**config.mk**
```make
export PLATFORM = sky130hd
export DESIGN_NAME = irq_ctrl
export DESIGN_NICKNAME = d
export VERILOG_FILES = /design/src/rtl/irq_pkg.sv /design/src/rtl/irq_sync_edge.sv /design/src/rtl/irq_ctrl.sv
export SDC_FILE = /design/constraint.sdc
export NUM_CORES = 1
export LEC_CHECK = 0
export CORE_ASPECT_RATIO = 1.5
export CORE_MARGIN = 1.5
export CORE_UTILIZATION = 30
export CTS_BUF_LIST = sky130_fd_sc_hd__clkbuf_8
export DETAILED_ROUTE_END_ITERATION = 6
export GPL_TIMING_DRIVEN = 0
export PLACE_DENSITY_LB_ADDON = 0.2
export SLEW_MARGIN = 0
export SYNTH_ARGS = -nofsm -noshare
export SYNTH_HDL_FRONTEND = slang
export SYNTH_SLANG_ARGS = --single-unit
```
**constraint.sdc**
```tcl
create_clock -name clk -period 10.04 [get_ports clk]
set_clock_uncertainty 0.2 [all_clocks]
set_input_delay 2.008 -clock clk [delete_from_list [all_inputs] [get_ports clk]]
set_output_delay 2.008 -clock clk [all_outputs]
set_load 0.02 [all_outputs]
```
**src/rtl/irq_pkg.sv**
```systemverilog
`default_nettype none
// +----------------------------------------------------------------------+
// | irq_pkg : shared constants and helpers for the irq_ctrl block        |
// | Rev 1.0                                                              |
// +----------------------------------------------------------------------+
package irq_pkg;

   localparam logic [2:0] IRQ_OFS_PENDING = 3'd0;
   localparam logic [2:0] IRQ_OFS_MASK    = 3'd1;
   localparam logic [2:0] IRQ_OFS_EDGE    = 3'd2;
   localparam logic [2:0] IRQ_OFS_VECTOR  = 3'd3;
   localparam logic [2:0] IRQ_OFS_EOI     = 3'd4;
   localparam logic [2:0] IRQ_OFS_SWSET   = 3'd5;
   localparam logic [2:0] IRQ_OFS_RAW     = 3'd6;

   localparam logic [1:0] IRQ_IDLE    = 2'd0;
   localparam logic [1:0] IRQ_REQ     = 2'd1;
   localparam logic [1:0] IRQ_SERVICE = 2'd2;

   localparam int IRQ_VEC_VALID_BIT = 7;

   // Lowest set index wins; returns 0 for an all-zero vector.
   function automatic logic [2:0] irq_lowest(input logic [7:0] v);
      irq_lowest = 3'd0;
      for (int i = 7; i >= 0; i--) begin
         if (v[i]) irq_lowest = 3'(i);
      end
   endfunction

endpackage
`default_nettype wire

```
**src/rtl/irq_sync_edge.sv**
```systemverilog
`default_nettype none
// +----------------------------------------------------------------------+
// | irq_sync_edge : 2-flop synchronizer with rising-edge detect          |
// | Rev 1.0                                                              |
// +----------------------------------------------------------------------+
module irq_sync_edge (
   input  logic clk,
   input  logic rst,
   input  logic async_in,
   output logic level,
   output logic rise
);
   logic s1_q, s2_q, dly_q;
   logic s1_d, s2_d, dly_d;

   always_comb begin
      s1_d  = async_in;
      s2_d  = s1_q;
      dly_d = s2_q;
   end

   always_ff @(posedge clk) begin
      if (rst) begin
         s1_q  <= 1'b0;
         s2_q  <= 1'b0;
         dly_q <= 1'b0;
      end else begin
         s1_q  <= s1_d;
         s2_q  <= s2_d;
         dly_q <= dly_d;
      end
   end

   assign level = s2_q;
   assign rise  = s2_q & ~dly_q;

endmodule
`default_nettype wire

```
**src/rtl/irq_ctrl.sv**
```systemverilog
`default_nettype none
// +----------------------------------------------------------------------+
// | irq_ctrl : 8-source memory-mapped interrupt controller               |
// | Rev 1.0                                                              |
// +----------------------------------------------------------------------+
module irq_ctrl
   import irq_pkg::*;
#(
   parameter logic [15:0] BASE = 16'hFF00,
   parameter int          NSRC = 8
) (
   input  logic            clk,
   input  logic            rst,
   input  logic [15:0]     address,
   input  logic            read,
   input  logic [7:0]      wdata,
   output logic [7:0]      rdata,
   output logic            sel,
   input  logic [NSRC-1:0] irq_src,
   output logic            intr
);
   localparam logic [7:0] SRC_MASK = 8'((1 << NSRC) - 1);

   logic [7:0] level, rise;

   genvar gi;
   generate
      for (gi = 0; gi < 8; gi++) begin : g_src
         if (gi < NSRC) begin : g_used
            irq_sync_edge u_sync (
               .clk      (clk),
               .rst      (rst),
               .async_in (irq_src[gi]),
               .level    (level[gi]),
               .rise     (rise[gi])
            );
         end else begin : g_unused
            assign level[gi] = 1'b0;
            assign rise[gi]  = 1'b0;
         end
      end
   endgenerate

   logic [7:0] pending_q, pending_d, mask_q, mask_d, edge_q, edge_d;
   logic [1:0] state_q, state_d;
   logic [2:0] cur_id_q, cur_id_d;
   logic       intr_q, intr_d, vec_prev_q, vec_prev_d;

   logic [2:0] ofs, win_id;
   logic [7:0] active, set_v, clr_v;
   logic       wr_en, vec_rd, vec_first, eoi_wr, take;

   assign sel       = (address[15:3] == BASE[15:3]);
   assign ofs       = address[2:0];
   assign wr_en     = sel & ~read;
   assign vec_rd    = sel & read & (ofs == IRQ_OFS_VECTOR);
   assign vec_first = vec_rd & ~vec_prev_q;
   assign eoi_wr    = wr_en & (ofs == IRQ_OFS_EOI);
   assign active    = pending_q & mask_q;
   assign win_id    = irq_lowest(active);

   always_comb begin
      mask_d   = mask_q;
      edge_d   = edge_q;
      state_d  = state_q;
      cur_id_d = cur_id_q;
      take     = 1'b0;
      if (wr_en && ofs == IRQ_OFS_MASK) mask_d = wdata & SRC_MASK;
      if (wr_en && ofs == IRQ_OFS_EDGE) edge_d = wdata & SRC_MASK;

      case (state_q)
         IRQ_IDLE:    if (|active) state_d = IRQ_REQ;
         IRQ_REQ: begin
            if (~|active) begin
               state_d = IRQ_IDLE;
            end else if (vec_first) begin
               take     = 1'b1;
               cur_id_d = win_id;
               state_d  = IRQ_SERVICE;
            end
         end
         IRQ_SERVICE: if (eoi_wr) state_d = IRQ_IDLE;
         default:     state_d = IRQ_IDLE;
      endcase

      // Edge sources latch; a set in the same cycle as a clear wins.
      set_v = rise | ((wr_en && ofs == IRQ_OFS_SWSET) ? wdata : 8'h00);
      clr_v = ((wr_en && ofs == IRQ_OFS_PENDING) ? wdata : 8'h00)
            | (take ? (8'h01 << win_id) : 8'h00);
      pending_d = SRC_MASK & ((edge_q & (set_v | (pending_q & ~clr_v)))
                            | (~edge_q & level));

      intr_d     = (state_d == IRQ_REQ);
      vec_prev_d = vec_rd;
   end

   always_ff @(posedge clk) begin
      if (rst) begin
         pending_q  <= 8'h00;
         mask_q     <= 8'h00;
         edge_q     <= 8'h00;
         state_q    <= IRQ_IDLE;
         cur_id_q   <= 3'd0;
         intr_q     <= 1'b0;
         vec_prev_q <= 1'b0;
      end else begin
         pending_q  <= pending_d;
         mask_q     <= mask_d;
         edge_q     <= edge_d;
         state_q    <= state_d;
         cur_id_q   <= cur_id_d;
         intr_q     <= intr_d;
         vec_prev_q <= vec_prev_d;
      end
   end

   assign intr = intr_q;

   always_comb begin
      rdata = 8'h00;
      if (sel) begin
         case (ofs)
            IRQ_OFS_PENDING: rdata = pending_q;
            IRQ_OFS_MASK:    rdata = mask_q;
            IRQ_OFS_EDGE:    rdata = edge_q;
            IRQ_OFS_VECTOR: begin
               if (state_q == IRQ_REQ)
                  rdata = {1'b1, 4'b0000, win_id};
               else if (state_q == IRQ_SERVICE)
                  rdata = {1'b1, 4'b0000, cur_id_q};
            end
            IRQ_OFS_RAW:     rdata = level;
            default:         rdata = 8'h00;
         endcase
      end
   end

endmodule
`default_nettype wire

```
Word level (Yosys, flattened, before mapping)
Index checks and enable logic that the tools add are counted.

Shifts and indexed selects: 1. Bitwise logic cells: 33. Reduce and logical (&&, ||, !) cells: 8. Multiplexer cells: 23. Eq/ne operators: 10.

Operators by type and width (count): 2-to-1 mux 8 bit (6); one-hot mux 8 bit (5 select lines) (1); bitwise AND 8 bit (4); OR 8 bit (4); 2-to-1 mux 3 bit (8); NOT 8 bit (2); bitwise AND 1 bit (13); == test 13 bit (second input constant) (1); NOT 1 bit (10); == test 3 bit (second input constant) (3); 2-to-1 mux 2 bit (4); OR reduction 8 bit (1); left shift 1 x 3 -> 8 bit (first input constant) (1); == test 3 x 2 -> 1 bit (second input constant) (2); one-hot mux 2 bit (3 select lines) (1); == test 2 x 1 -> 1 bit (second input constant) (2); logical AND 1 bit (4); == test 3 x 1 -> 1 bit (second input constant) (1); logical NOT 3 bit (1); 2-to-1 mux 1 bit (3); AND reduction 3 bit (1); == test 2 bit (second input constant) (1); logical NOT 2 bit (1).

Output and inout port bits: 10. Bits in registers: 55. Logic and storage cells: 106. Bits of input ports: 35.

Depth between registers and ports, before layout
Depth in word-level cells: 17. Mapped depth: 8. Mapped depth without buffers: 7.

Modules after synthesis
From an unflattened synthesis, not the netlist that was laid out.

Cells, all modules: 302. Area total of the unflattened synthesis: 2740.1 um^2.

By module, submodules not included: irq_ctrl (instances 1, area each 2039.5 um^2, sequential area each 620.6 um^2, cells an instance 246); irq_sync_edge (instances 8, area each 87.6 um^2, sequential area each 60.1 um^2, cells an instance 7).

Least setup slack after synthesis
No wires, ideal clock.

Path kind: input to output. Start point: in address[4]. End point: out rdata[7]. Path buffers: 2. Required time: 7832 ps. Stages: 5. Slack: 3478 ps. Arrival: 4354 ps. Cells stage by stage: or4_1 or4_1 buf_2 buf_2 a2111oi_0.

Word-level cells in the longest chain between the ends: 2.

RTL lines: start, declared (line irq_ctrl.sv:14) `input logic [15:0] address,`; == test 13 bit (line irq_ctrl.sv:53) `assign sel = (address[15:3] == BASE[15:3]);`; 2-to-1 mux 8 bit (line irq_ctrl.sv:121) `if (sel) begin`; end, declared (line irq_ctrl.sv:17) `output logic [7:0] rdata,`.

Every way passes these cells.

Final worst setup path
Same ends and word-level chain as after synthesis.

==> results.md <==
* Wire per inst at 16.92 µm
* Min Tclk post-route at slightly above 7 ns
* Pin count of the biggest net entering global routing at 16
* Worst hold slack at 0.2435 ns
* Async SR Flop Fraction at 0%
* WL final at between 8000 and 9000 µm
* Crit path DAT at 5.06 ns
* Layout cells sized above 1 at around 4.0%
* Worst-case reg-to-reg path depth at 8
* Prevailing post-synth register cell: dfxtp_1
* H-tree levels at 2
* Leakage at 1.088 nW
* DIE HEIGHT at about 120 µm
* Starting Density at 31.10%
* Fin nets at slightly above 400
* Final antenna-violating net count at 0
* Slowest cell delay on critical path at slightly above 0.7 ns
* Top cell type's share of synthesized area at 41.83%
* Critical path, cell by cell: clkdlybuf4s50_1 > or4_1 > or4_1 > buf_2 > buf_2 > a2111oi_0 > clkdlybuf4s50_1
* Critical path class: input pin to output pin
* Cells after DPL at around 480
* Commonest non-fill, non-tap cell in the layout: dfxtp_1
* Setup TNS at 0 ns
* Fin cells at around 480
* Hold endpoint: g_src[1].g_used.u_sync.level
* Origin of the critical flop-to-flop path: state_q[1]
* Clock buffer depth at 2
* Tcrit/Tclk final at between 70% and 80%
* Filler Cell Count at 891
* Tightest Hold Check Type: register to register
* Vias in the first global route at 2485
* Slew Viols, Final at 0
* Hold buffers post-CTS at 0
* Slowest CP cell: clkdlybuf4s50_1
* Clk_lat worst skew at roughly 0.32 ns
* Postcts setup bufs at 0
* Yosys warnings at 0
* Die area at 9358 µm²
* Final Hold Viols at 0
* Core Region at 8464 µm²
* Yosys cell types at 47
* Gpl congestion at 0.9236
* Delay-heaviest family, CP: buffers and inverters
* WL met3 at 480 µm
* Number of synthesized flops with an enable pin at 0
* Routed wl met2 at 4073 µm
* Top post-synthesis cells by area: dfxtp_1 (42%), a21oi_1 (6.5%), nand2_1 (6.1%), nor2b_1 (5.5%), nor2_1 (4.6%)
* Die width at 79.49 µm
* Root buf cell: clkbuf_8
* Slew at the pin with the worst max-slew slack at ~1.3 ns
* Io pins at 45
* #FFs+latches synth at between 50 and 60
* CP required at 7.83 ns
* Detail Placement HPWL at 6098 µm
* Worst slew margin at between 10% and 20%
* Synth Net Count at 365
* First-pass DRT Iterations at 5
* Diode count at 0
* Endpoint type of the worst setup path: output pin
* Gate Count Post-Synth at ~330
* Reg-to-Reg End: pending_q[6]
* DRC at 0
* Max Clock Freq at 137.5 MHz
* Mean Syn Cell Area at 8.075 µm²
* Yosys top cell by area: dfxtp_1
* Worst hold stages at 1
* Syn-to-layout area delta at 24.95%
* Top layer in use: met4
* Status: completed
* Register-to-register setup slack at 7.50 ns
* Vias per cell at 5.390
* CTS resizes at 0
* Port bufs at 42
* Buf/Inv on CP at 4
* Hold path startpoint: g_src[1].g_used.u_sync.s1_q
* Clk slew on worst S/H paths at 0.09 ns
* CTS tree: done
* Power per cell area at 123.1 nW/µm²
* Finished layout cell area at 3289 µm²
* Final setup vio count at 0
* M1 wire length at 3288 µm
* Row Count at 41
* Worst Path Max Fanout at 10
* Worst vdd ir at 0.08906 mV
* CTS buffer count at 5
* Register area at between 1000 and 1500 µm²
* Total grt overflow at 0
* Clk sinks at 55
* GRT Overall Usage at between 10% and 20%
* WP depth at 7
* Drt initial violations at 156
* Via count at 2598
* Finished Core Util at 38.86%
* Netlist Area Pre-Place at 2633 µm²
* Most frequent cells in the layout: dfxtp_1 (55), nand2_1 (43), clkdlybuf4s50_1 (42)
* RSZ-0062 raised after global routing: no
* Number of max-cap violations at 0
* Placed Area at 3187 µm²
* First-pass GRT wire length at 13120 µm
* Multi-input combinational cell area at 1426 µm²
* Post-synthesis sequential area ratio at 41.83%
* Initial antenna violation count at 0
* CP startpoint kind: input pin
-- routing by layer --
layer	vias to the layer above	GRT usage [%]
li1	1267	-
met1	1207	21.65
met2	102	30.83
met3	22	2.946
met4	0	9.978
met5	-	0
-- worst max-delay path by stage --
stage	startpoint	to	slack (ns)
2_1_floorplan	address[4]	rdata[7]	3.48
3_3_place_gp	address[4]	rdata[7]	2.82
3_5_place_dp	address[4]	rdata[7]	2.75
4_1_cts	address[4]	rdata[7]	2.74
5_1_grt	address[1]	rdata[0]	2.62
6_report	address[4]	rdata[7]	2.77
-- stage by stage --
step	setup WS [ns]	total power [mW]
floorplan	3.478	0.2455
detailed placement	2.748	0.2673
global placement	2.817	0.2667
CTS	2.744	0.4096
global route	2.616	0.4213
finish	2.769	0.4050
-- registers in the layout, indices dropped and copies added, names as in the netlist --
signal and flops:
state_q 2, g_src.g_used.u_sync.s1_q 8, mask_q 8, g_src.g_used.u_sync.level 8
pending_q 8, cur_id_q 3, vec_prev_q 1, intr 1
g_src.g_used.u_sync.dly_q 8, edge_q 8
-- cells by family (layout without fill, tap and decap cells) --
group,count (synthesis),count (layout),share of synthesized area (%)
AND/OR/NAND/NOR,142,142,26.28
AO/OA/AOI/OAI,88,88,21.67
flip-flops,55,55,41.83
buffers and inverters,27,76,3.992
multiplexers,10,10,4.325
adder cells (fa/ha/maj),4,4,1.901
-- cell type report --
type / instances / share of cell area, %
Buffer: 18 / 2.168
Clock inverter: 2 / 1.027
Multi-Input combinational cell: 244 / 43.36
Sequential cell: 55 / 33.47
Tap cell: 107 / 4.070
Clock buffer: 5 / 2.092
Timing Repair Buffer: 42 / 12.78
Inverter: 9 / 1.027
-- cell usage after synthesis (5+ instances only) --
cell type / instances
a211oi_1: 5
a21oi_1: 34
a31oi_1: 9
clkbuf_1: 12
dfxtp_1: 55
inv_1: 9
mux2i_1: 8
nand2_1: 43
nand3_1: 20
nor2_1: 32
nor2b_1: 23
nor3_1: 6
o21ai_0: 6
-- power by group --
part           leakage (nW)  switching, mW  internal, mW  total (mW)
combinational         0.584         0.0185        0.0180      0.0365
clock                0.0554         0.0707        0.0722       0.143
sequential            0.448        0.00285         0.223       0.226
(Power assumes the default switching activity.)
